**src/rtl/rf_fifo_ctrl_if.sv**
```systemverilog
// Enqueue/dequeue handshake bundle between the FIFO controller and its producer/consumer.
interface rf_fifo_ctrl_if #(
    parameter int WIDTH = 32
);
    logic             in_valid;
    logic             in_ready;
    logic [WIDTH-1:0] in_data;
    logic             out_valid;
    logic             out_ready;
    logic [WIDTH-1:0] out_data;

    modport master (
        output in_valid, in_data, out_ready,
        input  in_ready, out_valid, out_data
    );

    modport slave (
        input  in_valid, in_data, out_ready,
        output in_ready, out_valid, out_data
    );
endinterface

```
**src/rtl/rf_fifo_ctrl.sv**
```systemverilog
// Circular FIFO controller on top of a 32-entry register file, with a slow
// display scanner walking the occupied slots through the second read port.
module rf_fifo_ctrl #(
    parameter int WIDTH         = 32,
    parameter int REGFILE_WIDTH = 5,
    parameter int SCAN_DIV      = 4
) (
    input  logic                     clk,
    input  logic                     rst,
    rf_fifo_ctrl_if.slave            bus,
    output logic [REGFILE_WIDTH-1:0] rf_ra0,
    input  logic [WIDTH-1:0]         rf_rd0,
    output logic [REGFILE_WIDTH-1:0] rf_ra1,
    input  logic [WIDTH-1:0]         rf_rd1,
    output logic [REGFILE_WIDTH-1:0] rf_wa,
    output logic                     rf_we,
    output logic [WIDTH-1:0]         rf_wd,
    output logic [REGFILE_WIDTH:0]   count,
    output logic                     full,
    output logic                     empty,
    output logic [REGFILE_WIDTH-1:0] scan_idx,
    output logic [WIDTH-1:0]         scan_data,
    output logic                     scan_valid
);
    localparam int CW    = REGFILE_WIDTH + 1;
    localparam int DEPTH = 2 ** REGFILE_WIDTH;
    localparam int DIVW  = (SCAN_DIV > 1) ? $clog2(SCAN_DIV) : 1;
    localparam logic [CW-1:0]   COUNT_FULL = CW'(DEPTH);
    localparam logic [DIVW-1:0] DIV_LAST   = DIVW'(SCAN_DIV - 1);

    logic [REGFILE_WIDTH-1:0] head;
    logic [REGFILE_WIDTH-1:0] tail;
    logic [DIVW-1:0]          scan_div;
    logic                     push;
    logic                     pop;

    assign full          = (count == COUNT_FULL);
    assign empty         = (count == '0);
    assign bus.in_ready  = !full;
    assign bus.out_valid = !empty;

    // Gating with rst keeps the write port quiet while reset is held,
    // even though in_ready already reads 1 at that point.
    assign push = bus.in_valid & bus.in_ready & rst;
    assign pop  = bus.out_valid & bus.out_ready;

    assign rf_we        = push;
    assign rf_wa        = tail;
    assign rf_wd        = bus.in_data;
    assign rf_ra0       = head;
    assign bus.out_data = rf_rd0;

    always_ff @(posedge clk or negedge rst) begin
        if (!rst) begin
            head  <= '0;
            tail  <= '0;
            count <= '0;
        end else begin
            if (push) tail <= tail + REGFILE_WIDTH'(1);
            if (pop)  head <= head + REGFILE_WIDTH'(1);
            if (push && !pop)
                count <= count + CW'(1);
            else if (pop && !push)
                count <= count - CW'(1);
        end
    end

    // Scanner steps one logical slot every SCAN_DIV cycles, relative to head.
    always_ff @(posedge clk or negedge rst) begin
        if (!rst) begin
            scan_div <= '0;
            scan_idx <= '0;
        end else if (scan_div == DIV_LAST) begin
            scan_div <= '0;
            scan_idx <= scan_idx + REGFILE_WIDTH'(1);
        end else begin
            scan_div <= scan_div + DIVW'(1);
        end
    end

    assign rf_ra1     = head + scan_idx;
    assign scan_valid = ({1'b0, scan_idx} < count);
    assign scan_data  = scan_valid ? rf_rd1 : '0;
endmodule

```
**src/flat_wrapper.sv**
```systemverilog
// flat-port wrapper written by rule: the top's interface ports become plain ports
module rf_fifo_ctrl_flat 
#(
    parameter int WIDTH         = 32,
    parameter int REGFILE_WIDTH = 5,
    parameter int SCAN_DIV      = 4
)
  (clk, rst, rf_ra0, rf_rd0, rf_ra1, rf_rd1, rf_wa, rf_we, rf_wd, count, full, empty, scan_idx, scan_data, scan_valid, bus_in_valid, bus_in_data, bus_out_ready, bus_in_ready, bus_out_valid, bus_out_data);
  rf_fifo_ctrl_if #(.WIDTH(WIDTH)) bus_i ();
  input  logic clk;
  input  logic rst;
  output logic [REGFILE_WIDTH-1:0] rf_ra0;
  input  logic [WIDTH-1:0] rf_rd0;
  output logic [REGFILE_WIDTH-1:0] rf_ra1;
  input  logic [WIDTH-1:0] rf_rd1;
  output logic [REGFILE_WIDTH-1:0] rf_wa;
  output logic rf_we;
  output logic [WIDTH-1:0] rf_wd;
  output logic [REGFILE_WIDTH:0] count;
  output logic full;
  output logic empty;
  output logic [REGFILE_WIDTH-1:0] scan_idx;
  output logic [WIDTH-1:0] scan_data;
  output logic scan_valid;
  input wire logic [$bits(bus_i.in_valid)-1:0] bus_in_valid;
  input wire logic [$bits(bus_i.in_data)-1:0] bus_in_data;
  input wire logic [$bits(bus_i.out_ready)-1:0] bus_out_ready;
  output wire logic [$bits(bus_i.in_ready)-1:0] bus_in_ready;
  output wire logic [$bits(bus_i.out_valid)-1:0] bus_out_valid;
  output wire logic [$bits(bus_i.out_data)-1:0] bus_out_data;
  assign bus_i.in_valid = bus_in_valid;
  assign bus_i.in_data = bus_in_data;
  assign bus_i.out_ready = bus_out_ready;
  assign bus_in_ready = bus_i.in_ready;
  assign bus_out_valid = bus_i.out_valid;
  assign bus_out_data = bus_i.out_data;
  rf_fifo_ctrl #(.WIDTH(WIDTH), .REGFILE_WIDTH(REGFILE_WIDTH), .SCAN_DIV(SCAN_DIV)) u_core (.clk(clk), .rst(rst), .bus(bus_i), .rf_ra0(rf_ra0), .rf_rd0(rf_rd0), .rf_ra1(rf_ra1), .rf_rd1(rf_rd1), .rf_wa(rf_wa), .rf_we(rf_we), .rf_wd(rf_wd), .count(count), .full(full), .empty(empty), .scan_idx(scan_idx), .scan_data(scan_data), .scan_valid(scan_valid));
endmodule
```
**config.mk**
```make
export PLATFORM = sky130hd
export DESIGN_NAME = rf_fifo_ctrl_flat
export DESIGN_NICKNAME = d
export VERILOG_FILES = /design/src/rtl/rf_fifo_ctrl_if.sv /design/src/rtl/rf_fifo_ctrl.sv /design/src/flat_wrapper.sv
export SDC_FILE = /design/constraint.sdc
export NUM_CORES = 1
export LEC_CHECK = 0
export CORE_MARGIN = 5
export CORE_UTILIZATION = 27
export DETAILED_ROUTE_END_ITERATION = 10
export HOLD_SLACK_MARGIN = 0.02
export PLACE_DENSITY = 0.77
export SLEW_MARGIN = 20
export SYNTH_ARGS = -nofsm -noshare
export SYNTH_HDL_FRONTEND = slang
export SYNTH_SLANG_ARGS = --single-unit
export TNS_END_PERCENT = 5
```
**constraint.sdc**
```tcl
create_clock -name clk -period 2.5 [get_ports clk]
set_input_delay 0.5 -clock clk [delete_from_list [all_inputs] [get_ports clk]]
set_output_delay 0.5 -clock clk [all_outputs]
set_load 0.01 [all_outputs]
```
==> flow_results.org <==
** Outcome
- Status :: complete, but fails checks
- The final reports fail on setup timing.

** STA
- Hold timing on the final database bottoms out at a slack of 0.435 ns.
- Unrepaired setup endpoints after global routing :: yes
- Worst Slack Setup Final :: -0.0808 ns
- Setup violations remaining at the end of the flow were counted as 4.
- Period utilisation layout :: 103%
- Max Clk Rate :: 387 MHz
- Shortest clock period the worst path allows after layout :: 2.58 ns
- Max_slew headroom :: 79.7%
- Final setup skew :: 0.00183 ns
- Final hold vios :: 0
- The number of pins with negative max-slew slack in the final report was 0.
- For the pin with the worst max-slew slack, the measured transition is 0.303 ns.

** Yosys
- The commonest cells after synthesis are 64 x sky130_fd_sc_hd__buf_4, 33 x sky130_fd_sc_hd__a21boi_0, 23 x sky130_fd_sc_hd__dfrtp_1, 17 x sky130_fd_sc_hd__ha_1, 17 x sky130_fd_sc_hd__inv_1.
- The cell area that synthesis handed to floorplanning was 2220 um2.
- Among all flip-flop cells after synthesis, the most frequent one is sky130_fd_sc_hd__dfrtp_1.
- Most common cell in the netlist :: sky130_fd_sc_hd__buf_4
- In this run the biggest area consumer among cell types represents 25.9% of the synthesized area.
- Number of flops mapped to enable cells by yosys :: 0
- Syn Area/Cell :: 9.13 um2
- Seq/Total Area, Yosys :: 25.9%
- The number of nets in the synthesized netlist is 362.
- Counting flops with an async set or reset pin after synthesis yields a share of 100%.
- Ranked by total cell area, the synthesized netlist is headed by sky130_fd_sc_hd__dfrtp_1 26%, sky130_fd_sc_hd__buf_4 22%, sky130_fd_sc_hd__a21boi_0 11%, sky130_fd_sc_hd__ha_1 9.6%, sky130_fd_sc_hd__xnor2_1 5.1%.
- FF+latch count, synth :: 23
- Distinct cell type count after synthesis :: 32
- In the synthesized netlist, the number of instances is 243.
- Yosys printed 0 warnings.
- sky130_fd_sc_hd__dfrtp_1 takes more of the synthesized area than any other cell.

** Setup path
- FF-to-FF Start :: u_core.count[3]
- Of all nets on the critical path, the largest fanout is 15.
- The critical path is of the flip-flop to primary output type.
- Critical Path Sink Type :: primary output
- Cell depth of the worst flop-to-flop path :: 12
- Worst setup startpoint :: u_core.count[3]
- For the worst setup path, the data arrival time is 2.08 ns.
- STA puts the critical path data required time at 2.00 ns.
- Capture instance of the worst register-to-register path :: u_core.count[5]
- Across all register-to-register paths, the minimum setup slack is -0.03 ns.
- STA classifies the critical path startpoint as a flip-flop.
- The critical path ends at scan_valid.

** Power and ir drop
- Internal power comes to 1860 uW.
- Net switching power :: 1380 uW
- Combinational logic burns 72.8% of the power.
- Final Total Pwr :: 3230 uW
- Part of the total power dissipated in the clock network :: 7.0%
- Power density of the placed cells :: 1030 nW/um2
- Leak Pwr :: 0.00143 uW
- Net switching is 42.6% of the power.
- VDD sags by at most 0.275 mV.
- Registers are responsible for 20.2% of the overall power.

** Route
- Dividing the detail-routed wire length by the instance count gives 15.0 um.
- In the routed layout, each cell is associated on average with a via count of 4.47.
- Number of optimization iterations in the first detailed-route pass :: 4
- Number of DRC markers in iteration 0 :: 13
- DRC errors left :: 0
- Post-detailed-routing wire length :: 6.15 mm
- Via total after detailed routing :: 1,830
- Post-route ant nets :: 0

** Clock tree
- Buffers inserted during clock tree synthesis total 3.
- Count of H-tree levels built during CTS :: 1
- Max Root-Sink Buffers :: 2
- Cell at the root of the clock tree :: sky130_fd_sc_hd__clkbuf_8
- CTS tree :: yes
- Clock-pin slew was measured on the worst setup and hold paths at 0.08 ns.
- Clock insertion delay at the later pin of the skew report :: 0.26 ns
- CTS sink cnt :: 23
- The number of hold buffers added after CTS was 0.

** Floorplanning
- FP Rows :: 33
- Chip width :: 101 um
- Effective utilization at floorplan :: 27.4%
- The floorplan step set the die height to 101 um.
- Pin placement for this block handled 228 I/O pins.
- Floorplan Core Area :: 8090 um2
- The die covers 10,100 um2.

** Min path
- The worst hold path begins at u_core.scan_div[0].
- The tightest min-delay check is of the flip-flop to flip-flop type.

** Job
- Maximum capacitance violations :: 0

** Global routing
- Global routing used 11.3% of the available tracks across all layers.
- The total overflow left after global routing is 0.
- Largest net degree at the start of global routing :: 34
- Vias in the first global route :: 1,864
- The first global-routing pass estimated 9.21 mm of wire.
- Antenna violations before repair :: 0

** Finish
- For this run, the post-layout net count is 424.
- 0 antenna diodes ended up in the layout.
- Core occupancy in the finished layout :: 38.7%
- Syn-to-layout area delta :: 41.1%
- Share of cells above drive strength 1 :: 27.3%
- Once layout is complete, the cells apart from fillers number 409.
- Total non-filler cell area in the finished layout :: 3130 um2

** Placement
- After legalization and detailed placement, the total HPWL measured 5.24 mm.
- Post-Place Cell Area :: 3100 um2
- Cell count after placement :: 404
- Placer congestion estimate :: 0.830
- Port buffer count :: 99
area by class of cell:
type	count	area [um2]
fillers	814	4960
flip-flops and latches	23	578
multi-input cells	130	1140
clock inverters	1	5.00
repair buffers	130	1170
clock buffers	3	41.3
well taps	105	131
inverters	17	63.8
power by group through the flow:
stage / combinational [uW] / sequential, uW / clock, uW
after global placement: 2370 / 662 / 0
after CTS: 2340 / 663 / 238
after floorplan: 1140 / 737 / 0
final: 2350 / 652 / 228
after global routing: 2590 / 677 / 250
after detailed placement: 2420 / 669 / 0
placed cells by master, fill, tap and decap left out, types with 7 or more instances in the layout:
cell type and instances:
sky130_fd_sc_hd__a21boi_1 8, sky130_fd_sc_hd__buf_2 15, sky130_fd_sc_hd__nand2_1 13, sky130_fd_sc_hd__nand4_1 7, sky130_fd_sc_hd__clkdlybuf4s50_1 58, sky130_fd_sc_hd__ha_1 14
sky130_fd_sc_hd__xnor2_1 13, sky130_fd_sc_hd__a21boi_0 22, sky130_fd_sc_hd__buf_4 29, sky130_fd_sc_hd__inv_1 15, sky130_fd_sc_hd__clkdlybuf4s15_2 10, sky130_fd_sc_hd__dfrtp_1 21
flip-flops by register name, indices dropped and copies added (netlist names):
| signal | cells |
|---|---|
| u_core.scan_div | 2 |
| u_core.rf_ra0 | 5 |
| u_core.count | 6 |
| u_core.rf_wa | 5 |
| u_core.scan_idx | 5 |
cell families (layout without fill, tap and decap cells):
| kind of cell | after synthesis | in the layout | synth area share [%] |
|---|---|---|---|
| AO/OA/AOI/OAI | 57 | 57 | 19.5 |
| buffers and inverters | 90 | 151 | 26.1 |
| flip-flops | 23 | 23 | 25.9 |
| adder cells (fa/ha/maj) | 19 | 19 | 11.4 |
| XOR/XNOR | 19 | 19 | 7.50 |
| multiplexers | 2 | 2 | 1.35 |
| AND/OR/NAND/NOR | 33 | 33 | 8.23 |
worst max-delay path: stages, from the launching register on:
cell	delay, ns
sky130_fd_sc_hd__dfrtp_2	0.36
sky130_fd_sc_hd__inv_1	0.04
sky130_fd_sc_hd__ha_1	0.31
sky130_fd_sc_hd__a211oi_2	0.20
sky130_fd_sc_hd__o21ai_2	0.14
sky130_fd_sc_hd__buf_6	0.17
sky130_fd_sc_hd__nand2_1	0.06
sky130_fd_sc_hd__clkdlybuf4s50_1	0.53
per-layer routing:
metal,GRT usage (%),vias up,wire [um]
met5,0,-,0
met4,4.87,0,176
met3,4.43,22,701
li1,-,876,-
met1,11.9,829,2270
met2,20.1,103,3000
timing repair:
action,4_1_cts,5_1_grt
setup endpoints to repair,36,37
setup buffers,0,1
pin swaps,0,1
resized for setup,112,37
how the worst min path moves through the flow:
stage	to	slack (ns)	cells after the start
2_1_floorplan	u_core.count[0]	0.20	0
3_3_place_gp	u_core.scan_div[0]	0.41	1
3_5_place_dp	u_core.scan_div[0]	0.43	1
4_1_cts	u_core.scan_div[0]	0.44	1
5_1_grt	u_core.scan_div[0]	0.45	1
6_report	u_core.scan_div[0]	0.43	1
through the flow:
| step | setup TNS (ns) | setup slack (ns) |
|---|---|---|
| final | -0.158 | -0.0808 |
| after global routing | -1.29 | -0.194 |
| after CTS | -1.00 | -0.168 |
| after detailed placement | -3.76 | -0.206 |
| after global placement | -3.05 | -0.164 |
| after floorplan | 0 | 0.0183 |
No activity file was read; power rests on OpenSTA's default activity.
